==> src/rtl/reg_file.sv <==
// reg_file: eight-entry, 16-bit register file for the multi-cycle CPU datapath.
// It has two combinational read ports and one synchronous write port. R0 always
// reads as zero.
// Optional feature macro: REG_FILE_BYPASS_EN. When it is defined, a write that
// is pending this cycle is forwarded to any read port that addresses the same
// register. When it is undefined (the default), reads return the stored value only.
module reg_file #(
    parameter int DATA_WIDTH = 16,
    parameter int ADDR_WIDTH = 3
) (
    input  logic                  clk,
    input  logic                  reset,
    input  logic                  reg_write,
    input  logic [ADDR_WIDTH-1:0] reg_dst,
    input  logic [ADDR_WIDTH-1:0] reg_src1,
    input  logic [ADDR_WIDTH-1:0] reg_src2,
    input  logic [DATA_WIDTH-1:0] write_data,
    output logic [DATA_WIDTH-1:0] read_data1,
    output logic [DATA_WIDTH-1:0] read_data2
);

    localparam int DEPTH = 2 ** ADDR_WIDTH;

    logic [DATA_WIDTH-1:0] regs [DEPTH];

    // A write is committed only when it is enabled, is not overridden by reset,
    // and does not target R0.
    logic wr_commit;
    assign wr_commit = reg_write && !reset && (reg_dst != '0);

    // Storage update: reset clears every entry and wins over a simultaneous write.
    always_ff @(posedge clk) begin
        if (reset) begin
            for (int i = 0; i < DEPTH; i++) begin
                regs[i] <= '0;
            end
        end else if (wr_commit) begin
            regs[reg_dst] <= write_data;
        end
    end

`ifdef REG_FILE_BYPASS_EN
    // Read port 1: R0 reads as zero. Otherwise the pending write is forwarded, or
    // the stored value is returned.
    always_comb begin
        read_data1 = regs[reg_src1];
        if (reg_src1 == '0) begin
            read_data1 = '0;
        end else if (wr_commit && (reg_src1 == reg_dst)) begin
            read_data1 = write_data;
        end
    end

    // Read port 2: same selection as port 1, driven from an independent index.
    always_comb begin
        read_data2 = regs[reg_src2];
        if (reg_src2 == '0) begin
            read_data2 = '0;
        end else if (wr_commit && (reg_src2 == reg_dst)) begin
            read_data2 = write_data;
        end
    end
`else
    // Read port 1: returns the stored value. R0 is forced to zero so that it
    // reads 0 even before the first reset.
    always_comb begin
        read_data1 = regs[reg_src1];
        if (reg_src1 == '0) begin
            read_data1 = '0;
        end
    end

    // Read port 2: same selection as port 1, driven from an independent index.
    always_comb begin
        read_data2 = regs[reg_src2];
        if (reg_src2 == '0) begin
            read_data2 = '0;
        end
    end
`endif

endmodule

==> config.mk <==
export PLATFORM = sky130hd
export DESIGN_NAME = reg_file
export DESIGN_NICKNAME = d
export VERILOG_FILES = /design/src/rtl/reg_file.sv
export SDC_FILE = /design/constraint.sdc
export NUM_CORES = 1
export LEC_CHECK = 0
export CAP_MARGIN = 20
export CORE_MARGIN = 1
export CORE_UTILIZATION = 54
export CTS_BUF_LIST = sky130_fd_sc_hd__clkbuf_8
export DETAILED_ROUTE_END_ITERATION = 8
export PLACE_DENSITY = 0.72
export SLEW_MARGIN = 20
export SYNTH_ARGS = -nofsm -noshare
export SYNTH_HDL_FRONTEND = slang
export SYNTH_SLANG_ARGS = --single-unit
==> constraint.sdc <==
create_clock -name clk -period 5 [get_ports clk]
set_input_delay 1.25 -clock clk [delete_from_list [all_inputs] [get_ports clk]]
set_output_delay 1.25 -clock clk [all_outputs]
set_load 0.01 [all_outputs]
==> impl_results.md, run 1 <==
* Status: complete, no violations
* Worst vdd ir at ~160 uV
* Unrepaired setup endpoints after global routing: false
* Final instance area at 7010 sq um
* Met2 wire len at 7.79 mm
* Mapped Cells at 468
* I/O pin count at 60
* Vias after detailed routing at 4,144
* Worst-Margin Slew at between 1 and 1.5 ns
* Num rows at 38
* Worst EP required at ~3.8 ns
* Syn Nets at 496
* Die height at 109 um
* Regs by FF count: regs: 112 flops
* Post-route insts no fill at 658
* Dpl cells at 642
* Setup Viol. Count Final at 0
* Crit start category: input port
* Synth Cell Area at 6170 sq um
* Setup CP Type: input port to primary output
* Die ar. at 11,900 sq um
* Power Dens Cells at 283 nW/um^2
* Top reg by flops: regs
* Root Buffer: clkbuf_8
* Fillers at 857
* Routed WL per cell at 23.1 um
* Largest net degree at the start of global routing at 42
* Maxcap violations at 0
* Core area at 11,000 sq um
* Largest register FFs at 112
* 1st-iter DRT viols at 280
* Fin Setup TNS at 0 ns
* Clk sinks at 112
* Gpl congestion at 0.791
* Yosys cell types at 27
* Flops & latches, synth at 112
* CP Max Fanout at 11
* Total track usage at 27.0%
* Relative slew slack at 23.6%
* Area contributors post-synth: edfxtp_1 (55%), and2_1 (11%), mux2i_1 (7.8%)
* Period Utilization, post-route at between 90% and 100%
* Antenna-violating nets left at 0
* Yosys top cell by area: edfxtp_1
* Num CTS Buffers at 9
* Resize count post-CTS at 0
* TritonCTS clock tree: done
* WL met3 at 904 um
* Leak Pwr at 0.00248 uW
* Layout cells sized above 1 at 16.2%
* Max Used Layer: met4
* Starting density of the core at a little under three fifths
* CP Capture Type: primary output
* Clock buffer depth at 2
* Final Max Tran Viols at 0
* HP Class: input port to register
* DRT Wirelength at 15.2 mm
* Vias in the first global route at approximately 4,100
* # hold bufs at CTS at 0
* DPL Wire Length at roughly 9.4 mm
* Final net count at 541
* Grt ovf at 0
* Setup bufs post-CTS at 0
* H-tree depth at 3
* Post-DP Area at 6820 sq um
* Antenna cells at 0
* CP arrival at 3.61 ns
* DR pass1 iterations at 7
* First-pass GRT wire length at 23.0 mm
* Met1 WL at 6.23 mm
* Initial antenna violation count at 0
* Fmax at about 0.21 GHz
* # port buffers at 59
* Synth top area share at 54.5%
* Warnings from Yosys at 0
* Avg Synthesized Cell Area at ~13 sq um
* Vias per inst at 6.30
* Part of the Yosys area used for sequential elements at 54.5%
* Die extent in x at between 100 and 150 um
* Final hold vios at 0
* Final min period at 4.86 ns
* Most frequent cells in the layout: edfxtp_1 (112), and2_1 (109), clkdlybuf4s50_1 (57), mux2i_1 (48), a221oi_1 (46)
* Clock-pin transition on the worst setup and hold timing paths at about 0.11 ns
* P&R area growth vs syn at 13.6%
* Leading cell type in the layout, fill and taps excluded: edfxtp_1
* DRC Markers at 0
logic make-up after synthesis:
kind of cell	count (synthesis)	synth area share, %
mux	80	13.6
simple gates	154	16.4
compound gates	81	11.1
buf+inv	41	4.42
flops	112	54.5
worst paths after layout:
| check | depth (start not counted) | startpoint | to |
|---|---|---|---|
| min | 2 | write_data[1] | regs[5][1]$_SDFFCE_PN0P_ |
| max | 6 | reg_src2[2] | read_data2[15] |
area by class of cell:
cell class | instances | area (sq um) | area share (%)
multi-input cells | 315 | 2530 | 36.2
clock inverters | 7 | 65.1 | 0.928
well taps | 140 | 175 | 2.50
inverters | 1 | 3.75 | 0.0536
repair buffers | 74 | 743 | 10.6
flip-flops and latches | 112 | 3360 | 48.0
clock buffers | 9 | 124 | 1.77
cell usage after synthesis:
master	instances
buf_2	11
a21oi_1	1
and2_1	109
nor3_4	1
mux2_2	32
nor2_2	3
or3b_4	1
and2_2	4
nand2_1	2
a211oi_1	16
inv_1	1
buf_6	12
edfxtp_1	112
a311oi_1	16
a31oi_1	1
or2_2	7
nor2b_2	1
nand2b_1	4
clkbuf_1	12
nor2b_1	18
buf_1	1
nor2_4	3
a221oi_1	46
nand3b_4	1
buf_4	4
a22o_1	1
mux2i_1	48
power breakdown:
| part | internal [uW] | switching [uW] | leakage, uW |
|---|---|---|---|
| registers | 1090 | 29.1 | 0.00107 |
| clock network | 228 | 303 | 0.0000938 |
| logic | 160 | 170 | 0.00131 |
metrics by stage:
step / hold slack [ns] / utilization [%] / total power, uW / setup WS (ns)
after floorplan: 1.45 / - / 1320 / 1.51
after global placement: 2.04 / 62.1 / 1470 / 0.186
after detailed placement: 2.05 / 62.1 / 1470 / 0.170
after CTS: 1.67 / 63.8 / 1980 / 0.160
after global routing: 1.69 / 63.8 / 2040 / 0.0111
final: 1.67 / 63.8 / 1980 / 0.136
worst max-delay path, cell delays in order:
cell and delay [ns]:
clkdlybuf4s50_1 0.48, nor2b_1 0.90, buf_4 0.31, a22o_1 0.14, a21oi_1 0.05, clkdlybuf4s50_1 0.49
metal layers:
layer,GRT usage (%),vias up
li1,-,1895
met1,35.4,2056
met2,47.4,173
met3,2.45,20
met4,8.20,0
met5,0,-
Power figures use the tool's default switching activity.
==> run 2: changes to the inputs <==
CORE_UTILIZATION = 55   (was 54)
PLACE_DENSITY = 0.77   (was 0.72)
SETUP_SLACK_MARGIN = 0.5   (was not set)
==> run 2 against run 1 <==
First-iteration DRC count grew 5.4%. Clock power increased by 32%. Critical endpoint is now read_data1[14]. Final area grew 2.5%. Highest routed layer unchanged. Maximum frequency rose by 10%. Via count rose by 2.9%. Critical path depth unchanged. Routed wire length increased by 7.8%.
==> impl_results.md, run 2 (synthesized netlist as in run 1, its figures left out) <==
* Leading cell type in the layout, fill and taps excluded: edfxtp_1
* Leak Pwr at 0.00265 uW (+7.1%)
* Largest register FFs at 112 (unchanged)
* Core area at 10,900 sq um (-0.87%)
* CP Buf/Inv Count at 3 (unchanged)
* Antenna cells at 0 (unchanged)
* Status: complete, no violations
* Final hold slack at 1.65 ns (-0.0183 ns)
* Largest net degree at the start of global routing at 29 (-31%)
* H-tree depth at 3 (unchanged)
* 1st-iter DRT viols at 295 (+5.4%)
* TritonCTS clock tree: done
* # port buffers at 59 (unchanged)
* Layout cells sized above 1 at 19.7% (+3.5 points)
* DRC Markers at 0 (unchanged)
* Regs by FF count: regs: 112 flops
* Antenna-violating nets left at 0 (unchanged)
* Setup Viol. Count Final at 0 (unchanged)
* Die ar. at 11,600 sq um (-1.8%)
* Critical Path, Cell by Cell: clkdlybuf4s50_1 -> nor2b_2 -> buf_4 -> a221oi_1 -> a311oi_2 -> clkdlybuf4s50_1
* Initial antenna violation count at 0 (unchanged)
* DRT Wirelength at 16.4 mm (+7.8%)
* Total track usage at 29.6% (+2.6 points)
* Post-layout util at 66.0% (+2.2 points)
* Largest stage delay, worst path at 0.60 ns (-0.30 ns)
* Fmax at 0.226 GHz (+10%)
* Crit-path leading delay family: buffers and inverters
* HP Class: input port to register
* Power Dens Cells at 301 nW/um^2 (+6.6%)
* Fin Setup TNS at 0 ns (unchanged)
* Unrepaired setup endpoints after global routing: true
* P&R area growth vs syn at 16.4%
* Routed WL per cell at 24.5 um (+6.2%)
* DPL Wire Length at 10.8 mm (+15%)
* Clock buffer depth at 2 (unchanged)
* CP arrival at 3.17 ns (-0.44 ns)
* Worst slack, placed at 0.292 ns (+0.122 ns)
* Worst vdd ir at 165 uV (+3.2%)
* Most used cell along the critical path: clkdlybuf4s50_1
* Dpl cells at 651 (+1.4%)
* Worst EP required at 3.75 ns (about the same)
* Crit start category: input port
* First-pass GRT wire length at 24.7 mm (+7.3%)
* Die height at 108 um (-0.90%)
* Starting density of the core at 56.7% (+0.49 points)
* Final net count at 551 (+1.8%)
* DR pass1 iterations at 4 (-3)
* Vias after detailed routing at 4,266 (+2.9%)
* CP Max Fanout at 8 (-3)
* Clk sinks at 112 (unchanged)
* Period Utilization, post-route at 88.4% (-8.9 points)
* Root Buffer: clkbuf_8
* Num CTS Buffers at 9 (unchanged)
* Post-route insts no fill at 668 (+1.5%)
* Die extent in x at 108 um (-0.90%)
* Vias per inst at 6.39 (+1.4%)
* Clock-pin transition on the worst setup and hold timing paths at 0.11 ns (about the same)
* Most frequent cells in the layout: edfxtp_1 (112), and2_1 (108), mux2i_1 (48), clkdlybuf4s50_1 (46), a221oi_1 (42)
* # hold bufs at CTS at 0 (unchanged)
* Final hold vios at 0 (unchanged)
* Final Max Tran Viols at 0 (unchanged)
* Maxcap violations at 0 (unchanged)
* CP Capture Type: primary output
* Num rows at 38 (unchanged)
* Gpl congestion at 0.818 (+3.5%)
* I/O pin count at 60 (unchanged)
* Setup CP Type: input port to primary output
* Slowest stage cell, crit path: clkdlybuf4s50_1
* Final setup margin at 0.582 ns (+0.446 ns)
* Top reg by flops: regs
* Final min period at 4.42 ns (-0.446 ns)
* Worst-Margin Slew at 0.742 ns (-0.401 ns)
* Grt ovf at 0 (unchanged)
* Vias in the first global route at 4,332 (+4.8%)
* Relative slew slack at 50.5% (+27 points)
==> run 2: cell count changes in the layout (fill, tap and decap cells not counted), moves of 2 or more <==
cell             previous run  this run
a221oi_1                   46        42
a221oi_2                    0         4
buf_12                      4         0
buf_4                      11        24
bufinv_16                   1         4
clkdlybuf4s50_1            57        46
clkinvlp_4                  3         0
dlygate4sd2_1               0         2
dlymetal6s2s_1              0         9
inv_1                       3         1
nor2b_1                    18        16
nor2b_4                     0         2
==> run 2: timing repair <==
item / 4_1_cts / 5_1_grt
buffers inserted: 1 / 0
endpoints found under the setup margin: 15 / 20
pin swaps: 0 / 3
resized for setup: 10 / 14
hold endpoints to repair: 0 / 0
==> run 2: layout make-up <==
type | instances | area (sq um)
inverters | 1 | 3.75
clock buffers | 9 | 124
multi-input cells | 315 | 2580
fillers | 804 | 3700
clock inverters | 7 | 141
well taps | 140 | 175
flip-flops and latches | 112 | 3360
repair buffers | 84 | 792
==> run 2: per-layer routing <==
layer / vias up / track usage, % / wire length (um)
met5: - / 0 / 0
met4: 0 / 9.20 / 301
met3: 26 / 5.21 / 1190
met2: 198 / 47.2 / 7920
met1: 2126 / 41.5 / 6940
li1: 1916 / - / -
==> run 2: final timing paths <==
path                  startpoint                         to  slack, ns  depth (start not counted)
hold / removal    write_data[12]  regs[2][12]$_SDFFCE_PN0P_       1.65                          2
setup / recovery     reg_src1[0]             read_data1[14]       0.58                          6
==> run 2: metrics by stage <==
step / cell area [sq um] / power, uW
finish: 7180 / 2170
floorplan: 6170 / 1320
CTS: 7140 / 2160
global route: 7180 / 2220
global placement: 6840 / 1470
detailed placement: 6840 / 1480
==> run 2: where the power goes <==
| part | switching (uW) | internal, uW | total, uW |
|---|---|---|---|
| logic | 179 | 161 | 340 |
| registers | 32.9 | 1090 | 1130 |
| clock network | 316 | 384 | 700 |
